==> src/rtl/dpb_port_arbiter.sv <==
// dpb_port_arbiter: arbitrates two requesters onto RAM port A, with an r0 bus lock for read-modify-write.
// Build option DPB_ARB_RR_EN selects round-robin contention; without it r0 always wins contention.
module dpb_port_arbiter (
    input  logic        clk,
    input  logic        rst_n,
    input  logic        r0_req,
    input  logic        r1_req,
    input  logic        r0_we,
    input  logic        r1_we,
    input  logic [11:0] r0_addr,
    input  logic [11:0] r1_addr,
    input  logic [7:0]  r0_wdata,
    input  logic [7:0]  r1_wdata,
    input  logic        r0_lock,
    output logic        r0_ack,
    output logic        r1_ack,
    output logic        r0_rvalid,
    output logic        r1_rvalid,
    output logic [7:0]  rdata,
    output logic        ram_ce,
    output logic        ram_we,
    output logic [11:0] ram_addr,
    output logic [7:0]  ram_din,
    output logic        ram_oce,
    input  logic [7:0]  ram_dout,
    output logic        busy
);
    // state    | meaning
    // ST_IDLE  | no access in flight; arbitrate and latch the winner's command
    // ST_ISSUE | RAM enabled for one cycle, winner acked
    // ST_WAIT  | read data on ram_dout, captured into rdata at cycle end
    typedef enum logic [1:0] {ST_IDLE, ST_ISSUE, ST_WAIT} state_t;

    state_t      state_q, state_d;
    logic        last_q, last_d;
    logic        ram_ce_q, ram_ce_d;
    logic        ram_we_q, ram_we_d;
    logic [11:0] ram_addr_q, ram_addr_d;
    logic [7:0]  ram_din_q, ram_din_d;
    logic        r0_ack_q, r0_ack_d;
    logic        r1_ack_q, r1_ack_d;
    logic        r0_rvalid_q, r0_rvalid_d;
    logic        r1_rvalid_q, r1_rvalid_d;
    logic [7:0]  rdata_q, rdata_d;
    logic        busy_q, busy_d;
    logic        gnt_valid;
    logic        gnt_sel;

    // last_q is the last-granted requester (0 = r0, 1 = r1); it doubles as the
    // owner of the access in flight, since it updates on every grant.
    always_comb begin
        gnt_valid = 1'b0;
        gnt_sel   = 1'b0;
        if (r0_lock && !last_q) begin
            gnt_valid = r0_req;
            gnt_sel   = 1'b0;
        end else if (r0_req && r1_req) begin
            gnt_valid = 1'b1;
`ifdef DPB_ARB_RR_EN
            gnt_sel   = ~last_q;
`else
            gnt_sel   = 1'b0;
`endif
        end else begin
            gnt_valid = r0_req | r1_req;
            gnt_sel   = r1_req & ~r0_req;
        end
    end

    always_comb begin
        state_d     = state_q;
        last_d      = last_q;
        ram_ce_d    = 1'b0;
        ram_we_d    = 1'b0;
        ram_addr_d  = ram_addr_q;
        ram_din_d   = ram_din_q;
        r0_ack_d    = 1'b0;
        r1_ack_d    = 1'b0;
        r0_rvalid_d = 1'b0;
        r1_rvalid_d = 1'b0;
        rdata_d     = rdata_q;
        case (state_q)
            ST_IDLE: begin
                if (gnt_valid) begin
                    state_d    = ST_ISSUE;
                    last_d     = gnt_sel;
                    ram_ce_d   = 1'b1;
                    ram_we_d   = gnt_sel ? r1_we    : r0_we;
                    ram_addr_d = gnt_sel ? r1_addr  : r0_addr;
                    ram_din_d  = gnt_sel ? r1_wdata : r0_wdata;
                    r0_ack_d   = ~gnt_sel;
                    r1_ack_d   = gnt_sel;
                end
            end
            ST_ISSUE: begin
                state_d = ram_we_q ? ST_IDLE : ST_WAIT;
            end
            ST_WAIT: begin
                rdata_d     = ram_dout;
                r0_rvalid_d = ~last_q;
                r1_rvalid_d = last_q;
                state_d     = ST_IDLE;
            end
            default: begin
                state_d = ST_IDLE;
            end
        endcase
        busy_d = (state_d != ST_IDLE);
    end

    always_ff @(posedge clk or negedge rst_n) begin
        if (!rst_n) begin
            state_q     <= ST_IDLE;
            last_q      <= 1'b1;
            ram_ce_q    <= 1'b0;
            ram_we_q    <= 1'b0;
            ram_addr_q  <= 12'h000;
            ram_din_q   <= 8'h00;
            r0_ack_q    <= 1'b0;
            r1_ack_q    <= 1'b0;
            r0_rvalid_q <= 1'b0;
            r1_rvalid_q <= 1'b0;
            rdata_q     <= 8'h00;
            busy_q      <= 1'b0;
        end else begin
            state_q     <= state_d;
            last_q      <= last_d;
            ram_ce_q    <= ram_ce_d;
            ram_we_q    <= ram_we_d;
            ram_addr_q  <= ram_addr_d;
            ram_din_q   <= ram_din_d;
            r0_ack_q    <= r0_ack_d;
            r1_ack_q    <= r1_ack_d;
            r0_rvalid_q <= r0_rvalid_d;
            r1_rvalid_q <= r1_rvalid_d;
            rdata_q     <= rdata_d;
            busy_q      <= busy_d;
        end
    end

    assign r0_ack    = r0_ack_q;
    assign r1_ack    = r1_ack_q;
    assign r0_rvalid = r0_rvalid_q;
    assign r1_rvalid = r1_rvalid_q;
    assign rdata     = rdata_q;
    assign ram_ce    = ram_ce_q;
    assign ram_we    = ram_we_q;
    assign ram_addr  = ram_addr_q;
    assign ram_din   = ram_din_q;
    assign ram_oce   = 1'b1;
    assign busy      = busy_q;

endmodule

==> config.mk <==
export PLATFORM = sky130hd
export DESIGN_NAME = dpb_port_arbiter
export DESIGN_NICKNAME = d
export VERILOG_FILES = /design/src/rtl/dpb_port_arbiter.sv
export SDC_FILE = /design/constraint.sdc
export NUM_CORES = 1
export LEC_CHECK = 0
export CORE_ASPECT_RATIO = 0.8
export CORE_MARGIN = 2
export CORE_UTILIZATION = 30
export CTS_CLUSTER_SIZE = 14
export DETAILED_ROUTE_END_ITERATION = 6
export GPL_ROUTABILITY_DRIVEN = 0
export PLACE_DENSITY = 0.66
export SYNTH_ARGS = -nofsm -noshare
export SYNTH_HDL_FRONTEND = slang
export SYNTH_SLANG_ARGS = --single-unit
==> constraint.sdc <==
create_clock -name clk -period 2.95 [get_ports clk]
set_input_delay 0.59 -clock clk [delete_from_list [all_inputs] [get_ports clk]]
set_output_delay 0.59 -clock clk [all_outputs]
set_load 0.01 [all_outputs]
# --- Yosys cells after proc, flatten, opt, wreduce, memory -nomap -nowiden ---
# Index checks and enable logic that the tools add are counted.
op_classes:
  n_addsub: 0
  multipliers: 0
  div: 0
  magnitude_cmp: 0
  n_eq_ne: 2
  shift: 0
  n_mux: 20
  bitwise: 5
  reduce_logical: 6
ops:
  columns: ["op", "count"]
  rows:
  - ["$mux 1", 15]
  - ["$mux 12", 1]
  - ["$mux 8", 1]
  - ["$mux 2", 2]
  - ["$pmux 2 s2", 1]
  - ["$not 1->1", 3]
  - ["$eq 2x1->1 const B", 1]
  - ["$eq 2x2->1 const B", 1]
  - ["$logic_and 1x1->1", 2]
  - ["$logic_not 2->1", 1]
  - ["$reduce_and 2->1", 1]
  - ["$reduce_bool 2->1", 1]
  - ["$and 1x1->1", 1]
  - ["$logic_not 1->1", 1]
  - ["$or 1x1->1", 1]
word_totals:
  ff_bits: 38
  latch_bits: 0
  ramBits: 0
  rom_bits: 0
  inputBits: 55
  out_inout_bits: 36
  wordCells: 45
  n_memories: 0

# --- Depth between registers and ports, before layout ---
logic_depth:
  ltp_word: 7
  depth_mapped: 4
  ltp_nobuf: 3

# --- Worst setup path after synthesis ---
# OpenSTA, ideal clock, no wires.
synth_path:
  path_type: "in2reg"
  startpoint: "in r0_req"
  endpoint: "reg ram_addr_q[10], in the netlist ram_addr[10]"
  setup_ps: 123
  arrival_time_ps: 1291
  t_required_ps: 2827
  slack_ps: 1536
  cell_stages: 4
  n_path_buf: 1
  cell_sequence: "nor3b_2 -> nor3_4 -> buf_6 -> o221a_1"
synth_via:
  elab_chain_len: 5
  elab_cells_between_ends: 10
  classes_between: "mux (5); bitwise (3); reduce/logical (2)"
synth_lines:
  columns: ["element", "line", "text"]
  rows:
  - ["start, declared", "6", "input logic r0_req,"]
  - ["$not 1->1", "66", "gnt_sel = r1_req & ~r0_req;"]
  - ["$and 1x1->1", "66", null]
  - ["$mux 1", "57", "end else if (r0_req && r1_req) begin"]
  - ["$mux 1", "54", "if (r0_lock && !last_q) begin"]
  - ["$mux 12", "89", "ram_addr_d = gnt_sel ? r1_addr : r0_addr;"]
  - ["end signal, assigned", "130", "ram_addr_q <= ram_addr_d;"]
  - ["end, declared", "38", "logic [11:0] ram_addr_q, ram_addr_d;"]
# Several ways; a longest one is shown, not always the timed one.
# A chain may end at the register's enable or synchronous reset.

# --- Worst setup path after layout ---
layout_path:
  startpoint: "in r0_req"
  endpoint: "reg ram_addr_q[8], in the netlist ram_addr[8]"
# Same word-level chain as after synthesis.

==> metrics.txt <==
number of synthesized flops with an enable pin 0; Post-Synthesis Cell Area about 1600 um^2; post-layout util between 50% and 60%; Total Wirelength ~4000 um; Post-DRT Antenna Nets 0; share of cells above drive strength 1 8.173%; global-route wire length before repair ~6600 um; pin count of the biggest net entering global routing 39; wire per inst 14.99 um; crit-path max cell delay 0.56 ns; crit path kind input pin to flip-flop; Crit. End Element flip-flop; Critical Path RT roughly 3.2 ns; post-synth net total about 170; Syn Inst Count 116; cells along the critical path clkdlybuf4s50_1, nor3b_2, nor3_4, buf_4, o221a_1; HP Class input pin to asynchronous set/reset pin; Slew Limit Fails 0; Max-slew headroom 45.18%; I/O Buffers 89; Synth area leader dfrtp_1; Startpoint Class input pin; final hold violations 0; die footprint about 5900 um^2; Clock Skews roughly 0.0059 ns; NumNets Final roughly 260; FMAX ~520 MHz; crit-path max FO 12; final worst-path cycle share 65.66%; number of placed instances, taps included around 260; Clock Sinks 38; Post-CTS Setup Bufs 0; DRC viols 0; Lkg Pwr 0.001024 uW; Via-to-Cell Ratio approximately 4.6; Worst R2R Path Depth 4; most common cell in the synthesized netlist dfrtp_1; CP arrival ~2.2 ns; H-tree depth 2; Peak VDD IR 0.4097 mV; DR vias 1241; Final Non-Filler Cells between 200 and 300; Synth-to-Final Area Change 64.36%; RSZ-0062 raised after global routing no; commonest cells in the netlist dfrtp_1, nand2b_1, o221a_1; Worst path slowest cell clkdlybuf4s50_1; Max-Cap Viols 0; worst slew pin tran between 0.8 and 0.9 ns; PD cells approximately 940 nW/um^2; Inserted Clock Buffers 5; Synth cell types 23; Worst-path clk slew roughly 0.070 ns; yosys warns 0; Pre-Repair DR Iteration Count 4; outcome completed; setup tns final 0 ns; Synth Register Bits 38; hold_buf cts 0; Main synth FF type dfrtp_1; sequential-to-total area share from yosys stat 59.87%; core footprint 5065 um^2; vias in the first global route between 1k and 1.5k; dpl hpwl a little over 3000 um; gr usage total roughly 14%; antenna violations before repair 0; worst-skew pair later-pin latency about 0.28 ns; Congestion Overflow GR 0; ant diodes 0; proportion of netlist area held by the largest area contributor 58.22%; Starting Density 31.40%; Clock Tree Buf Depth 2; dominant cells by area after synthesis dfrtp_1, o221a_1, nand2b_1; starting DRC count in detailed routing slightly below 50; Chip Width approximately 85 um; die height 69.12 um; # rows 23; overall power roughly 2400 uW; final setup fails 0; Post-synth ARST share 100.0%; Ports 91; root buffer cell clkbuf_8; PostCTS Resize Cnt 0; Mean Syn Cell Area between 10 and 15 um^2; post-route minimum period 1.937 ns; CTS tree built
[worst max-delay path: cells and delay by family]
kind,cells,cell delay [ns]
AOI/OAI and AO/OA,1,0.20
buffers and inverters,2,0.84
and+or+nand+nor,2,0.52
[flip-flops by register name, indices dropped and copies added (netlist names)]
signal,cells
busy,1
ram_ce,1
ram_we,1
r0_rvalid,1
ram_addr,12
ram_din,8
r1_ack,1
rdata,8
r0_ack,1
state_q,2
last_q,1
r1_rvalid,1
[area by class of cell]
class,count,area [um^2]
clock inverters,1,5.005
repair buffers,92,908.4
multi-input cells,68,576.8
clock buffers,7,86.33
inverters,2,7.507
flip-flops and latches,38,952.2
well taps,62,77.57
fillers,471,2451
[metrics by stage]
step	instance area, um^2	hold WS [ns]	worst slack (ns)
after floorplan	1590	0.2944	1.536
after global placement	2522	0.4358	0.7165
after detailed placement	2522	0.4374	0.6984
after CTS	2614	0.4303	0.9982
after global routing	2614	0.4716	0.8878
final	2614	0.3967	1.013
[layer usage]
layer	track usage (%)	routed length (um)	vias to the layer above
met2	23.18	2035	37
li1	-	-	605
met1	18.12	1758	592
met3	3.473	181	7
met5	0	0	-
met4	5.467	73	0
[power breakdown]
part	leakage, uW	internal (uW)	switching, uW	total, uW
sequential	0.000441	773	138	911
clock	0.0000482	189	175	364
combinational	0.000534	711	462	1170
[final timing paths]
| check | startpoint | endpoint | slack, ns |
|---|---|---|---|
| worst min-delay path | rst_n | rdata[6] | 0.40 |
| worst max-delay path | r0_req | ram_addr[8] | 1.01 |
| worst max register to register | state_q[0] | ram_addr[8] | 1.26 |
| min in group clk | ram_we | state_q[1] | 0.45 |
| max in group asynchronous | rst_n | ram_din[5] | 2.03 |
| worst min register to register | ram_we | state_q[1] | 0.45 |
[layout by cell type, fill, tap and decap left out, drive strengths merged]
master	synthesis	layout
clkdlybuf4s50	0	88
dfrtp	37	37
nand2b	22	22
o221a	20	20
mux2	8	8
clkbuf	1	7
nor2	4	4
buf	7	4
nor3b	3	3
nand4b	2	2
a21oi	2	2
or2	2	2
nor3	2	2
inv	2	2
nand2	1	1
nand3	1	1
conb	1	1
clkinv	0	1
dfstp	1	1
[cells by family after synthesis]
| logic type | count (synthesis) | share of synthesized area (%) |
|---|---|---|
| muxes | 8 | 5.665 |
| buffers and inverters | 10 | 3.855 |
| AOI/OAI and AO/OA | 22 | 14.79 |
| DFF | 38 | 59.87 |
| and+or+nand+nor | 37 | 15.58 |
| other | 1 | 0.2358 |
No activity file was read; power rests on OpenSTA's default activity.
